## src/rtl/bin2bcd_seq.sv

```systemverilog
// Sequential binary-to-BCD converter (shift-and-add-3, one bit per clock).
// The result and leading-zero flags are updated only when a conversion completes.
module bin2bcd_seq #(
  parameter int WIDTH  = 8,
  parameter int DIGITS = 3
) (
  input  logic                  CLK,
  input  logic                  RST_N,
  input  logic                  START,
  input  logic [WIDTH-1:0]      BIN,
  output logic                  READY,
  output logic                  DONE,
  output logic [4*DIGITS-1:0]   BCD,
  output logic [DIGITS-1:0]     BLANK
);

  localparam int CW = $clog2(WIDTH + 1);
  localparam logic [DIGITS-1:0] BLANK_RST = ~DIGITS'(1);

  function automatic longint unsigned pow10(input int n);
    longint unsigned r;
    r = 1;
    for (int i = 0; i < n; i++) r = r * 10;
    return r;
  endfunction

  if (pow10(DIGITS) < (64'd1 << WIDTH)) begin : g_range_err
    $error("bin2bcd_seq: DIGITS too small to hold 2**WIDTH-1");
  end

  typedef enum logic [1:0] {S_IDLE, S_SHIFT, S_FINISH} state_t;

  state_t              state_q, state_d;
  logic [WIDTH-1:0]    sh_bin_q, sh_bin_d;
  logic [4*DIGITS-1:0] sh_bcd_q, sh_bcd_d;
  logic [CW-1:0]       cnt_q, cnt_d;
  logic [4*DIGITS-1:0] bcd_q, bcd_d;
  logic [DIGITS-1:0]   blank_q, blank_d;
  logic                done_q, done_d;

  logic [4*DIGITS-1:0] adj;
  logic [DIGITS:1]     zero_up;
  logic [DIGITS-1:0]   blank_calc;

  for (genvar gi = 0; gi < DIGITS; gi++) begin : g_adj
    assign adj[4*gi +: 4] = (sh_bcd_q[4*gi +: 4] >= 4'd5) ? sh_bcd_q[4*gi +: 4] + 4'd3
                                                          : sh_bcd_q[4*gi +: 4];
  end

  // zero_up[k] = digits k..DIGITS-1 of the scratch result are all zero
  assign zero_up[DIGITS] = 1'b1;
  for (genvar gi = 1; gi < DIGITS; gi++) begin : g_zero
    assign zero_up[gi] = zero_up[gi+1] & (sh_bcd_q[4*gi +: 4] == 4'd0);
  end
  assign blank_calc = {zero_up[DIGITS-1:1], 1'b0};

  always_ff @(posedge CLK or negedge RST_N) begin
    if (!RST_N) begin
      state_q  <= S_IDLE;
      sh_bin_q <= '0;
      sh_bcd_q <= '0;
      cnt_q    <= '0;
      bcd_q    <= '0;
      blank_q  <= BLANK_RST;
      done_q   <= 1'b0;
    end else begin
      state_q  <= state_d;
      sh_bin_q <= sh_bin_d;
      sh_bcd_q <= sh_bcd_d;
      cnt_q    <= cnt_d;
      bcd_q    <= bcd_d;
      blank_q  <= blank_d;
      done_q   <= done_d;
    end
  end

  always_comb begin
    state_d  = state_q;
    sh_bin_d = sh_bin_q;
    sh_bcd_d = sh_bcd_q;
    cnt_d    = cnt_q;
    bcd_d    = bcd_q;
    blank_d  = blank_q;
    done_d   = 1'b0;
    READY    = 1'b0;
    case (state_q)
      S_IDLE: begin
        READY = 1'b1;
        if (START) begin
          sh_bin_d = BIN;
          sh_bcd_d = '0;
          cnt_d    = CW'(WIDTH);
          state_d  = S_SHIFT;
        end
      end
      S_SHIFT: begin
        {sh_bcd_d, sh_bin_d} = {adj[4*DIGITS-2:0], sh_bin_q, 1'b0};
        cnt_d = cnt_q - CW'(1);
        if (cnt_q == CW'(1)) state_d = S_FINISH;
      end
      S_FINISH: begin
        bcd_d   = sh_bcd_q;
        blank_d = blank_calc;
        done_d  = 1'b1;
        state_d = S_IDLE;
      end
      default: state_d = S_IDLE;
    endcase
  end

  assign DONE  = done_q;
  assign BCD   = bcd_q;
  assign BLANK = blank_q;

endmodule

```

## config.mk

```make
export PLATFORM = sky130hd
export DESIGN_NAME = bin2bcd_seq
export DESIGN_NICKNAME = d
export VERILOG_FILES = /design/src/rtl/bin2bcd_seq.sv
export SDC_FILE = /design/constraint.sdc
export NUM_CORES = 1
export LEC_CHECK = 0
export BUFFER_PORTS_ARGS = -buffer_cell sky130_fd_sc_hd__buf_4
export CORE_MARGIN = 2
export CORE_UTILIZATION = 60
export DETAILED_ROUTE_END_ITERATION = 8
export PLACE_DENSITY = 0.8
export SLEW_MARGIN = 20
export SYNTH_ARGS = -nofsm -noshare
export SYNTH_HDL_FRONTEND = slang
export SYNTH_SLANG_ARGS = --single-unit
```

## constraint.sdc

```tcl
create_clock -name CLK -period 2.72 [get_ports CLK]
set_input_delay 0.544 -clock CLK [delete_from_list [all_inputs] [get_ports CLK]]
set_output_delay 0.544 -clock CLK [all_outputs]
set_load 0.01 [all_outputs]
```

==> results.sh, run 1 <==
export IMPL_area_growth_pct=14.9
export IMPL_cp_max_fo=17
export IMPL_grt_max_degree=42
export IMPL_fillCellCount=260
export IMPL_syn_avg_cell_area_um2=10.5
export IMPL_cp_slowest_cell="dfrtp_1"
export IMPL_drt_first_pass_iters=4
export IMPL_power_switching_mw=0.938
export IMPL_cts_root_buf="clkbuf_4"
export IMPL_synth_xor_area_frac=0.0180
export IMPL_cellPowerDensity_nw_per_um2=1080
export IMPL_synth_area_leaders="dfrtp_1 50%, ha_1 5.8%, a21oi_1 3.3%"
export IMPL_fin_skew_ns=0.0103
export IMPL_grt_pass1_vias=1454
export IMPL_final_common_cell="dfrtp_1"
export IMPL_synth_top_cell_area_share=0.502
export IMPL_syn_nets=206
export IMPL_die_y_um=60.9
export IMPL_pwr_share_seq=0.440
export IMPL_comb_power_share=0.417
export IMPL_critical_path_top_delay_family="flip-flops"
export IMPL_num_vias=1471
export IMPL_dpl_hpwl_um=2800
export IMPL_grt_pass1_wl_um=6600
export IMPL_cts_path_max_buffers=2
export IMPL_multi_input_area_um2=830
export IMPL_drive_gt1_frac=0.207
export IMPL_intPower_mw=1.48
export IMPL_boundaryPins=28
export IMPL_crit_chain="nor2_1, buf_4"
export IMPL_routedWlPerCell_um=15.3
export IMPL_synth_compound_area_share=0.185
export IMPL_synth_top_family_by_area="compound AO/OA/AOI/OAI gates"
export IMPL_yosysTopAreaCell="dfrtp_1"
export IMPL_finalHoldViolCount=0
export IMPL_syn_area_um2=1940
export IMPL_gp_congestion=0.721
export IMPL_antenna_found_initial=0
export IMPL_start_util=0.632
export IMPL_setup_tns_ns=0
export IMPL_p_leak_nw=1.07
export IMPL_clockPowerShare=0.143
export IMPL_drv_slew=0
export IMPL_tightest_slew_ns=0.616
export IMPL_worst_setup_path_type="reg2out"
export IMPL_synth_cell_type_count=36
export IMPL_h_tree_depth=2
export IMPL_drc=0
export IMPL_cts_buffers=5
export IMPL_worstPathArrival_ns=1.27
export IMPL_stdcell_area_um2=2230
export IMPL_cts_tree="yes"
export IMPL_peakVddDrop_mv=0.527
export IMPL_clk_transition_reported_paths_ns=0.12
export IMPL_dpl_cell_area_um2=2160
export IMPL_ant_nets=0
export IMPL_slew_headroom=0.589
export IMPL_drt_vias_per_instance=5.72
export IMPL_fin_crit_ns=1.81
export IMPL_drt_wl_total_um=3930
export IMPL_crit_path_end_kind="primary output"
export IMPL_rows=20
export IMPL_gr_total_overflow=0
export IMPL_yosys_warnings=0
export IMPL_coreArea_um2=3080
export IMPL_postCtsSetupBuffers=0
export IMPL_nNetsFinal=232
export IMPL_start_kind="flip-flop"
export IMPL_hold_class="in2async"
export IMPL_cp_slowest_stage_delay_ns=0.67
export IMPL_final_cell_mix="39 x dfrtp_1, 29 x buf_4, 14 x nand2_1"
export IMPL_grt_util_all_layers=0.249
export IMPL_post_cts_resize_count=0
export IMPL_hold_ws_ns=0.147
export IMPL_io_buffers=26
export IMPL_setup_violations=0
export IMPL_cp_num_buf_inv=1
export IMPL_ys_ff_latch=41
export IMPL_die_area_um2=3710
export IMPL_cts_sinks=41
export IMPL_synthAdderAreaFrac=0.0579
export IMPL_diodes=0
export IMPL_yosys_area_share_simple=0.123
export IMPL_clock_latency_ns=0.36
export IMPL_p_sw_frac=0.388
export IMPL_max_freq_mhz=552
export IMPL_seq_area_frac_synth=0.529
export IMPL_status="complete, no violations"
export IMPL_fin_crit_sh=0.666
export IMPL_postCtsHoldBufs=0
export IMPL_final_seq_area_um2=1030
export IMPL_syn_inst=186
export IMPL_maxCapViolCount=0
export IMPL_cp_required_ns=2.18
export IMPL_rsz0062_at_grt="no"
export IMPL_fp_dieW_um=60.9
export IMPL_synthMuxAreaShare=0.0405
export IMPL_drt_iter0_markers=46
logic make-up after synthesis:
family          Yosys count
simple gates             47
fa+ha+maj                 9
buf+inv                  19
compound gates           58
flops                    41
xor+xnor                  4
other cells               1
mux                       7
power groups by stage:
stage	Clock (mW)	Combinational, mW	Sequential, mW
3_5_place_dp	0	1.00	1.08
5_1_grt	0.373	1.14	1.10
6_report	0.345	1.01	1.06
2_1_floorplan	0	0.676	1.05
3_3_place_gp	0	0.936	1.05
4_1_cts	0.350	1.01	1.06
per-stage QoR:
step	setup WS, ns	total power [mW]	instances	util
6_report	0.908	2.42	257	0.726
5_1_grt	0.801	2.62	257	0.726
4_1_cts	0.908	2.43	257	0.726
3_5_place_dp	0.982	2.08	249	0.703
3_3_place_gp	1.04	1.99	249	0.703
2_1_floorplan	1.38	1.72	186	-
state kept, by name (all words and copies together), names as in the netlist:
register	cells
sh_bin_q	8
BLANK	2
BCD	12
state_q	2
cnt_q	4
sh_bcd_q	12
DONE	1
cell type report:
| cell class | count | area share |
|---|---|---|
| flip-flops and latches | 41 | 0.460 |
| repair buffers | 29 | 0.0974 |
| clock inverters | 1 | 0.00224 |
| multi-input cells | 126 | 0.371 |
| well taps | 44 | 0.0246 |
| clock buffers | 7 | 0.0291 |
| inverters | 9 | 0.0151 |
cell usage after synthesis (all sizes together):
master,count
a21oi,14
and3,1
a22oi,7
nand2b,5
nor2,9
inv,9
mux2,7
dfrtp,39
xor2,1
clkbuf,2
nor3b,1
buf,8
conb,1
a31oi,1
o22ai,5
a32o,3
o32ai,1
nand2,14
nand3,3
o21ai,20
or2,1
o311ai,3
nand4,1
dfstp,2
and2b,4
nor3,1
nand3b,1
o31ai,3
xnor2,3
ha,9
nor2b,6
a22o,1
per-layer routing:
metal / GRT usage / vias to the layer above / wire, µm
li1: - / 704 / -
met1: 0.298 / 711 / 1610
met2: 0.435 / 47 / 2040
met3: 0.0661 / 9 / 209
met4: 0.0839 / 0 / 67
met5: 0 / - / 0
final timing paths:
path / start / cells after the start / slack (ns) / endpoint
worst min register to register: BLANK[2] / 2 / 0.49 / BLANK[2]
min in group CLK: BIN[0] / 3 / 0.45 / sh_bin_q[0]
worst max-delay path: state_q[1] / 2 / 0.91 / READY
worst min-delay path: RST_N / 1 / 0.15 / BCD[8]
worst max register to register: state_q[0] / 2 / 0.99 / BCD[10]
max in group asynchronous: RST_N / 1 / 2.22 / sh_bin_q[6]
Note: power is estimated with default switching activity, not from simulation.
==> run 2, diff against run 1 <==
--- a/config.mk
+++ b/config.mk
@@ -5,11 +5,12 @@
 export SDC_FILE = /design/constraint.sdc
 export NUM_CORES = 1
 export LEC_CHECK = 0
+export ABC_AREA = 1
 export BUFFER_PORTS_ARGS = -buffer_cell sky130_fd_sc_hd__buf_4
 export CORE_MARGIN = 2
-export CORE_UTILIZATION = 60
+export CORE_UTILIZATION = 56
 export DETAILED_ROUTE_END_ITERATION = 8
-export PLACE_DENSITY = 0.8
+export PLACE_DENSITY = 0.75
 export SLEW_MARGIN = 20
 export SYNTH_ARGS = -nofsm -noshare
 export SYNTH_HDL_FRONTEND = slang
==> constraint.sdc (replaced) <==
create_clock -name CLK -period 1.9 [get_ports CLK]
set_input_delay 0.38 -clock CLK [delete_from_list [all_inputs] [get_ports CLK]]
set_output_delay 0.38 -clock CLK [all_outputs]
set_load 0.01 [all_outputs]
==> results.sh, run 2 <==
export IMPL_status="complete, no violations"
export IMPL_synth_edf_count=0
export IMPL_die_area_um2=4030
export IMPL_tightest_slew_ns=0.507
export IMPL_clock_latency_ns=0.35
export IMPL_yosysTopAreaCell="dfrtp_1"
export IMPL_cp_slowest_cell="dfrtp_1"
export IMPL_p_leak_nw=1.19
export IMPL_num_vias=1527
export IMPL_comb_power_share=0.443
export IMPL_rr_startpoint="sh_bcd_q[0]"
export IMPL_syn_inst=232
export IMPL_fp_dieW_um=63.5
export IMPL_critical_path_top_delay_family="flip-flops"
export IMPL_drt_wl_total_um=3600
export IMPL_fillCellCount=311
export IMPL_synthArstFlopShare=1.00
export IMPL_path_depth=2
export IMPL_min_from="BIN[0]"
export IMPL_seq_area_frac_synth=0.519
export IMPL_setup_tns_ns=0
export IMPL_cp_required_ns=1.52
export IMPL_grt_pass1_vias=1579
export IMPL_cts_path_max_buffers=2
export IMPL_syn_nets=252
export IMPL_antenna_found_initial=0
export IMPL_min_delay_path_depth=3
export IMPL_cts_sinks=41
export IMPL_p_sw_frac=0.418
export IMPL_pwr_share_seq=0.415
export IMPL_stdcell_area_um2=2270
export IMPL_cp_max_fo=4
export IMPL_synth_top_cell_area_share=0.492
export IMPL_dpl_hpwl_um=2470
export IMPL_h_tree_depth=2
export IMPL_slew_headroom=0.662
export IMPL_drt_vias_per_instance=4.96
export IMPL_rsz0062_at_grt="no"
export IMPL_cts_buffers=5
export IMPL_final_cell_mix="82 x nand2_1, 39 x dfrtp_1, 26 x buf_4"
export IMPL_ant_nets=0
export IMPL_cp_num_buf_inv=1
export IMPL_synth_cell_type_count=25
export IMPL_post_synth_top_count_cell="nand2_1"
export IMPL_r2r_slack_ns=0.57
export IMPL_dp_slack_ns=0.584
export IMPL_io_buffers=26
export IMPL_drc=0
export IMPL_die_y_um=63.5
export IMPL_setup_ws_ns=0.374
export IMPL_rr_worst_depth=8
export IMPL_syn_area_um2=1980
export IMPL_rows=21
export IMPL_max_freq_mhz=655
export IMPL_finalHoldViolCount=0
export IMPL_finalNonFillerCells=308
export IMPL_grt_util_all_layers=0.218
export IMPL_clockPowerShare=0.141
export IMPL_peakVddDrop_mv=0.695
export IMPL_hold_class="in2reg"
export IMPL_drive_gt1_frac=0.183
export IMPL_fin_crit_ns=1.53
export IMPL_p_total_mw=3.55
export IMPL_drt_first_pass_iters=4
export IMPL_worstReg2RegEnd="sh_bcd_q[2]"
export IMPL_start_util=0.589
export IMPL_routedWlPerCell_um=11.7
export IMPL_crit_path_end_kind="primary output"
export IMPL_ys_ff_latch=41
export IMPL_maxCapViolCount=0
export IMPL_power_switching_mw=1.48
export IMPL_gp_congestion=0.806
export IMPL_cts_root_buf="clkbuf_4"
export IMPL_synth_flop_cell="dfrtp_1"
export IMPL_grt_pass1_wl_um=6800
export IMPL_clk_transition_reported_paths_ns=0.12
export IMPL_start_kind="flip-flop"
export IMPL_grt_max_degree=42
export IMPL_netlist_top_cells_count="82 x nand2_1, 39 x dfrtp_1, 21 x inv_1, 21 x nand3_1, 11 x o21ai_0"
export IMPL_gr_total_overflow=0
export IMPL_crit_chain="nor2_1, buf_4"
export IMPL_nNetsFinal=281
export IMPL_final_common_cell="nand2_1"
export IMPL_fin_crit_sh=0.803
export IMPL_coreArea_um2=3360
export IMPL_cts_tree="yes"
export IMPL_post_cts_resize_count=0
export IMPL_worst_setup_path_type="reg2out"
export IMPL_hold_end="sh_bin_q[0]"
export IMPL_synth_area_leaders="dfrtp_1 49%, nand2_1 16%, ha_1 5.7%"
export IMPL_boundaryPins=28
export IMPL_setup_violations=0
export IMPL_diodes=0
export IMPL_worstPathArrival_ns=1.15
export IMPL_cp_slowest_stage_delay_ns=0.48
export IMPL_drv_slew=0
export IMPL_dpl_cell_area_um2=2190
export IMPL_dp_cells=299
export IMPL_intPower_mw=2.06
export IMPL_cellPowerDensity_nw_per_um2=1570
export IMPL_yosys_warnings=0
export IMPL_area_growth_pct=14.3
export IMPL_syn_avg_cell_area_um2=8.54
export IMPL_drt_iter0_markers=126
export IMPL_postCtsSetupBuffers=0
export IMPL_fin_skew_ns=0.00737
==> run 2: cell count changes in the layout (fill, tap and decap cells not counted), sizes merged, moves of 4 or more <==
| cell | before | now |
|---|---|---|
| nor2b | 6 | 0 |
| a21oi | 14 | 3 |
| inv | 9 | 26 |
| a22oi | 7 | 0 |
| nand2b | 5 | 0 |
| and2b | 4 | 0 |
| nand3 | 3 | 21 |
| mux2 | 7 | 0 |
| nand2 | 14 | 84 |
==> run 2: cells by family (layout without fill, tap and decap cells) <==
logic type      count (synthesis)  after routing  synth area share
fa+ha+maj                       9              9            0.0568
other cells                     1              1           0.00189
buf+inv                        31             61            0.0751
compound gates                 28             28            0.0770
simple gates                  122            122             0.270
flops                          41             41             0.519
==> run 2: worst max path at each step <==
stage | from | to | slack, ns
floorplan | sh_bcd_q[0] | sh_bcd_q[4] | 0.75
global placement | sh_bcd_q[0] | sh_bcd_q[2] | 0.63
detailed placement | sh_bcd_q[0] | sh_bcd_q[2] | 0.58
CTS | state_q[0] | READY | 0.36
global route | state_q[0] | READY | 0.30
finish | state_q[0] | READY | 0.37
==> run 2: stage by stage <==
| stage | hold slack (ns) | util |
|---|---|---|
| global route | 0.231 | 0.674 |
| detailed placement | 0.388 | 0.650 |
| CTS | 0.213 | 0.674 |
| floorplan | 0.0844 | - |
| global placement | 0.389 | 0.650 |
| finish | 0.220 | 0.674 |
==> run 2: area by class of cell <==
type | count | area [µm²] | area share
Clock buffer | 7 | 65.1 | 0.0287
Tap cell | 46 | 57.6 | 0.0254
Clock inverter | 1 | 5.00 | 0.00221
Multi-Input combinational cell | 160 | 805 | 0.355
Sequential cell | 41 | 1030 | 0.454
Timing Repair Buffer | 27 | 205 | 0.0906
Inverter | 26 | 100 | 0.0442
==> run 2: layer usage <==
metal  wire length (µm)  vias up  track usage
li1                   -      794            -
met1               1720      696        0.262
met2               1670       29        0.370
met3                144        8       0.0625
met4                 68        0       0.0870
met5                  0        -            0
==> run 2: tightest hold or removal path, cell delays in order <==
cell and delay, ns:
buf_4 0.07, nand2_1 0.04, nand2_1 0.05
==> run 2: timing repair <==
action,in CTS,in global routing
endpoints found under the hold margin,1,0
hold buffers,1,0
endpoints found under the setup margin,0,0
==> run 2: power by group through the flow <==
stage	combinational, mW	clock (mW)	sequential [mW]
detailed placement	1.58	0	1.49
CTS	1.58	0.502	1.47
global placement	1.53	0	1.48
global route	1.86	0.535	1.53
floorplan	1.10	0	1.50
finish	1.57	0.501	1.47
